--- config.mk ---
export PLATFORM = sky130hd
export DESIGN_NAME = vram_port_arbiter
export DESIGN_NICKNAME = d
export VERILOG_FILES = /design/src/rtl/vram_port_arbiter.sv
export SDC_FILE = /design/constraint.sdc
export NUM_CORES = 1
export LEC_CHECK = 0
export CORE_MARGIN = 8
export CORE_UTILIZATION = 30
export DETAILED_ROUTE_END_ITERATION = 16
export GPL_ROUTABILITY_DRIVEN = 1
export HOLD_SLACK_MARGIN = 0.05
export PLACE_DENSITY_LB_ADDON = 0.1
export REMOVE_ABC_BUFFERS = 1
export SLEW_MARGIN = 20
export SYNTH_ARGS = -nofsm -noshare
export SYNTH_HDL_FRONTEND = slang
export SYNTH_SLANG_ARGS = --single-unit
--- constraint.sdc ---
create_clock -name clk -period 3.74 [get_ports clk]
set_input_delay 0.561 -clock clk [delete_from_list [all_inputs] [get_ports clk]]
set_output_delay 0.561 -clock clk [all_outputs]
set_load 0.02 [all_outputs]
--- src/rtl/vram_port_arbiter.sv ---
// Shares one toggle-handshake SDRAM port between a ROM download byte stream (buffered in a small FIFO)
// and the vector RAM, with downloads always taking priority and repeated vector accesses suppressed.
module vram_port_arbiter #(
  parameter int unsigned DL_DEPTH = 4,
  parameter int unsigned VRAM_AW  = 11
) (
  input  logic               clk,
  input  logic               init_n,
  input  logic               dl_active,
  input  logic               dl_wr,
  input  logic [24:0]        dl_addr,
  input  logic [7:0]         dl_data,
  output logic               dl_overflow,
  input  logic [VRAM_AW-1:0] vram_addr,
  input  logic [15:0]        vram_din,
  input  logic               vram_we,
  input  logic               vram_cs1,
  input  logic               vram_cs2,
  output logic [15:0]        vram_dout,
  output logic               vram_busy,
  output logic               port_req,
  input  logic               port_ack,
  output logic [22:0]        port_a,
  output logic [1:0]         port_ds,
  output logic               port_we,
  output logic [15:0]        port_d,
  input  logic [15:0]        port_q
);

  localparam int unsigned PW = $clog2(DL_DEPTH);
  typedef logic [PW:0] ptr_t;
  localparam ptr_t PTR_ONE = ptr_t'(1);

  typedef enum logic [1:0] {IDLE, WAIT_DL, WAIT_VR} state_t;

  state_t               state_q, state_d;
  logic                 dl_wr_q;
  ptr_t                 wr_ptr_q, wr_ptr_d, rd_ptr_q, rd_ptr_d;
  logic [31:0]          fifo_q [DL_DEPTH];
  logic                 ovf_q, ovf_d;
  logic                 req_q, req_d;
  logic [22:0]          a_q, a_d;
  logic [1:0]           ds_q, ds_d;
  logic                 we_q, we_d;
  logic [15:0]          d_q, d_d;
  logic [15:0]          dout_q, dout_d;
  logic [VRAM_AW-1:0]   last_addr_q, last_addr_d;
  logic                 last_we_q, last_we_d;

  logic                 fifo_empty, fifo_full, dl_rise, push, pop, hs, vr_new;
  logic [31:0]          head;
  logic                 unused_dl_addr_msb;

  assign unused_dl_addr_msb = dl_addr[24];

  // Extra pointer MSB distinguishes full from empty when the indices match.
  assign fifo_empty = (wr_ptr_q == rd_ptr_q);
  assign fifo_full  = (wr_ptr_q[PW] != rd_ptr_q[PW]) && (wr_ptr_q[PW-1:0] == rd_ptr_q[PW-1:0]);
  assign head       = fifo_q[rd_ptr_q[PW-1:0]];
  assign dl_rise    = dl_active & dl_wr & ~dl_wr_q;
  assign push       = dl_rise & (~fifo_full | pop);
  assign ovf_d      = ovf_q | (dl_rise & fifo_full & ~pop);
  assign wr_ptr_d   = push ? wr_ptr_q + PTR_ONE : wr_ptr_q;
  assign rd_ptr_d   = pop  ? rd_ptr_q + PTR_ONE : rd_ptr_q;
  assign hs         = (port_ack == req_q);
  assign vr_new     = (vram_addr != last_addr_q) || (vram_we != last_we_q);

  always_comb begin
    state_d     = state_q;
    pop         = 1'b0;
    req_d       = req_q;
    a_d         = a_q;
    ds_d        = ds_q;
    we_d        = we_q;
    d_d         = d_q;
    dout_d      = dout_q;
    last_addr_d = last_addr_q;
    last_we_d   = last_we_q;
    case (state_q)
      IDLE: begin
        if (hs) begin
          if (!fifo_empty) begin
            pop     = 1'b1;
            a_d     = head[31:9];
            ds_d    = {head[8], ~head[8]};
            we_d    = 1'b1;
            d_d     = {head[7:0], head[7:0]};
            req_d   = ~req_q;
            state_d = WAIT_DL;
          end else if (!dl_active && (vram_cs1 || vram_cs2) && vr_new) begin
            a_d         = 23'(vram_addr);
            ds_d        = {vram_cs2, vram_cs1};
            we_d        = vram_we;
            d_d         = vram_din;
            req_d       = ~req_q;
            last_addr_d = vram_addr;
            last_we_d   = vram_we;
            state_d     = WAIT_VR;
          end
        end
      end
      WAIT_DL: if (hs) state_d = IDLE;
      WAIT_VR: begin
        if (hs) begin
          state_d = IDLE;
          if (!we_q) dout_d = port_q;
        end
      end
      default: state_d = IDLE;
    endcase
  end

  always_ff @(posedge clk or negedge init_n) begin
    if (!init_n) begin
      state_q     <= IDLE;
      dl_wr_q     <= 1'b0;
      wr_ptr_q    <= '0;
      rd_ptr_q    <= '0;
      ovf_q       <= 1'b0;
      req_q       <= 1'b0;
      a_q         <= '0;
      ds_q        <= '0;
      we_q        <= 1'b0;
      d_q         <= '0;
      dout_q      <= '0;
      last_addr_q <= '0;
      last_we_q   <= 1'b0;
    end else begin
      state_q     <= state_d;
      dl_wr_q     <= dl_wr;
      wr_ptr_q    <= wr_ptr_d;
      rd_ptr_q    <= rd_ptr_d;
      ovf_q       <= ovf_d;
      req_q       <= req_d;
      a_q         <= a_d;
      ds_q        <= ds_d;
      we_q        <= we_d;
      d_q         <= d_d;
      dout_q      <= dout_d;
      last_addr_q <= last_addr_d;
      last_we_q   <= last_we_d;
    end
  end

  always_ff @(posedge clk) begin
    if (push) fifo_q[wr_ptr_q[PW-1:0]] <= {dl_addr[23:0], dl_data};
  end

  assign dl_overflow = ovf_q;
  assign vram_dout   = dout_q;
  assign vram_busy   = (state_q == WAIT_VR);
  assign port_req    = req_q;
  assign port_a      = a_q;
  assign port_ds     = ds_q;
  assign port_we     = we_q;
  assign port_d      = d_q;

endmodule
==> flow_summary.yaml <==
power:
  clkPwrFrac: 0.273
  power.total_uw: 9110
  p_leak_uw: 0.00418
  power_density_mw_per_mm2: 817
  seqPwrFrac: 0.351
  ir_drop_mv: 0.356
  power.share.combinational: 0.376
  swShare: 0.319
  p_sw_uw: 2910
  internal_power_uw: 6200
worst_setup_path:
  crit_buf_inv: 3
  slowest_stage: "and2_2"
  cp_max_fo: 21
  cp.arrival_ps: 2830
  end_kind: "flop"
  cp-start-kind: "flop"
  critPathTopFamily: "simple AND/OR/NAND/NOR gates"
  cp_cell_sequence: "inv_1 > ha_1 > inv_1 > or2_2 > a31oi_1 > and2_2 > buf_12"
  cpPeakStageDelay_ps: 500
  critPathKind: "flop to flop"
  required_ps: 3960
  path_common_cell: "inv_1"
layout:
  layout-drive-gt1-share: 0.228
  stdcell_area_mm2: 0.0112
  antenna_cells: 0
  area_growth_pct: 33.7
  stdcell_count: 1040
  nNetsFinal: 734
  post-route-util: 0.405
global_route:
  grt_use_total: 0.116
  grt_pass1_vias: 5088
  antenna_found_initial: 0
  grt_max_degree: 62
  grt-ovfl-total: 0
  grt_pass1_wl_um: 30100
logic_synthesis:
  ys_types: 33
  synth_cells: 477
  synthSimpleGateAreaFrac: 0.0287
  syn_area_per_cell_um2: 17.5
  synth_compound_area_frac: 0.0258
  synth-seq-cells: 209
  synth-xor-area-share: 0.0221
  synth_area_leaders: "edfxtp_1 (46%), dfrtp_1 (24%), mux4_2 (8.6%), mux2_2 (5.9%), mux2i_1 (2.0%)"
  synth_top_family_by_area: "multiplexers"
  synth-seq-area-share: 0.704
  synth_area_leader_cell: "edfxtp_1"
  netlist_area_mm2: 0.00834
  synthMuxAreaShare: 0.181
  synth_fa_ha_area_frac: 0.0105
  synth_top_area_share: 0.461
  ys_warn_count: 0
placement:
  place_area_mm2: 0.0103
  place_ws_ps: 559
  placed_cells_incl_taps: 994
  portBuffers: 143
  dp_hpwl_um: 12800
  place_congestion: 0.667
clocking:
  cts_root_buffer: "clkbuf_16"
  clk_path_buf_depth: 3
  cts_resized: 0
  clock_latency_ps: 520
  cts_made_buffers: 25
  cts.sinks: 209
  cts_tree: "built"
  cts_setup_buffers: 0
  hold_buffers: 0
  clk_pin_slew_ps: 60
  h-tree-depth: 1
detailed_routing:
  viasPerCell: 4.35
  initialDrtViolationCount: 152
  routedWlPerCell_um: 18.6
  drt_wl_total_um: 19400
  ant_nets: 0
  vias: 4525
  drtPass1Iterations: 4
  drc_errors: 0
timing:
  slew_headroom: 0.421
  period_minus_slack_ps: 2610
  worstMarginPinSlew_ps: 869
  fin_crit_sh: 0.699
  rsz0062_at_grt: "false"
  maxSlewViolCount: 0
  max_freq_mhz: 382
  fin_skew_ps: 10.1
  setup_viol: 0
  setup_slack_ps: 1130
  hold_violations: 0
die:
  core-area_mm2: 0.0276
  die_w_um: 183
  rows: 61
  ios: 145
  die_y_um: 183
  dieArea_mm2: 0.0334
  start_util: 0.303
run_status:
  outcome: "complete, no violations"
job:
  cap_violations: 0
min_path:
  hold_path_class: "primary input to async pin"
## cells in the final DEF, fill, tap and decap left out, types with 17 or more instances in the layout
master           synthesis  layout
clkdlybuf4s50_1          0     142
edfxtp_1               128     128
dfrtp_1                 81      79
mux2_2                  44      44
inv_1                   34      34
mux4_2                  32      32
clkbuf_16                0      25
a21oi_1                 17      17
mux2i_1                 17      17
buf_4                    0      17
## metal layers
layer / up-vias / track usage / share of wire
met5: - / 0 / 0
met4: 0 / 0.0276 / 0.019
met3: 22 / 0.0342 / 0.067
met2: 122 / 0.186 / 0.46
met1: 2283 / 0.152 / 0.46
li1: 2098 / - / -
## stage by stage
stage,TNS (ps),hold WS [ps]
floorplan,-21500,265
global placement,0,476
detailed placement,0,481
CTS,0,180
global route,0,202
finish,0,147
## sequential cells by signal, summed over array words and instances (netlist names), 2 cells and up
signal,flops
port_a,23
fifo_q,128
port_ds,2
wr_ptr_q,3
vram_dout,16
rd_ptr_q,3
port_d,16
last_addr_q,11
state_q,2
## power by group through the flow
stage	registers [µW]	clock network [µW]	logic [µW]
5_1_grt	3270	2670	3750
4_1_cts	3210	2560	3530
3_5_place_dp	3250	0	3510
2_1_floorplan	3700	0	1660
3_3_place_gp	3230	0	3460
6_report	3200	2480	3420
## Yosys cell counts
master,instances
a21oi_1,17
a21oi_2,1
a31oi_1,1
and2_1,14
buf_2,7
buf_6,3
clkbuf_1,11
dfrtp_1,81
edfxtp_1,128
ha_1,7
inv_1,34
mux2_2,44
mux2_4,8
mux2i_1,17
mux4_2,32
nand2_1,15
nand3_1,1
nand3b_1,1
nand4_1,3
nor2_1,6
nor3_1,1
nor3b_2,1
o21a_1,1
o21ai_0,15
o21bai_1,1
o221ai_1,1
o22a_1,1
o31ai_1,1
or2_2,1
or3_1,1
or3_4,1
xnor2_1,14
xor2_1,7
## logic make-up (layout without fill, tap and decap cells)
group,after synthesis,after routing
flip-flops,209,209
multiplexers,101,101
buffers and inverters,55,240
AND/OR/NAND/NOR,45,45
AO/OA/AOI/OAI,39,39
XOR/XNOR,21,21
adder cells (fa/ha/maj),7,7
## final timing paths
check	startpoint	depth (start not counted)	slack, ps	end
max	state_q[0]$_DFFE_PN0P_	7	1130	fifo_q[2][10]$_DFFE_PP_
min	init_n	1	150	port_d[15]$_DFFE_PN0P_
max reg2reg	state_q[0]$_DFFE_PN0P_	7	1130	fifo_q[2][10]$_DFFE_PP_
min reg2reg	wr_ptr_q[2]$_DFFE_PN0P_	1	490	wr_ptr_q[2]$_DFFE_PN0P_
max in group asynchronous	init_n	2	2730	last_addr_q[0]$_DFFE_PN0P_
min in group clk	wr_ptr_q[2]$_DFFE_PN0P_	1	490	wr_ptr_q[2]$_DFFE_PN0P_
## layout make-up
cell class / count / area (µm²)
Inverter: 34 / 128
Tap cell: 378 / 473
Fill cell: 2557 / 16400
Clock buffer: 30 / 664
Multi-Input combinational cell: 213 / 2250
Timing Repair Buffer: 160 / 1570
Sequential cell: 209 / 5870
Clock inverter: 16 / 194
No activity file was read; power rests on OpenSTA's default activity.
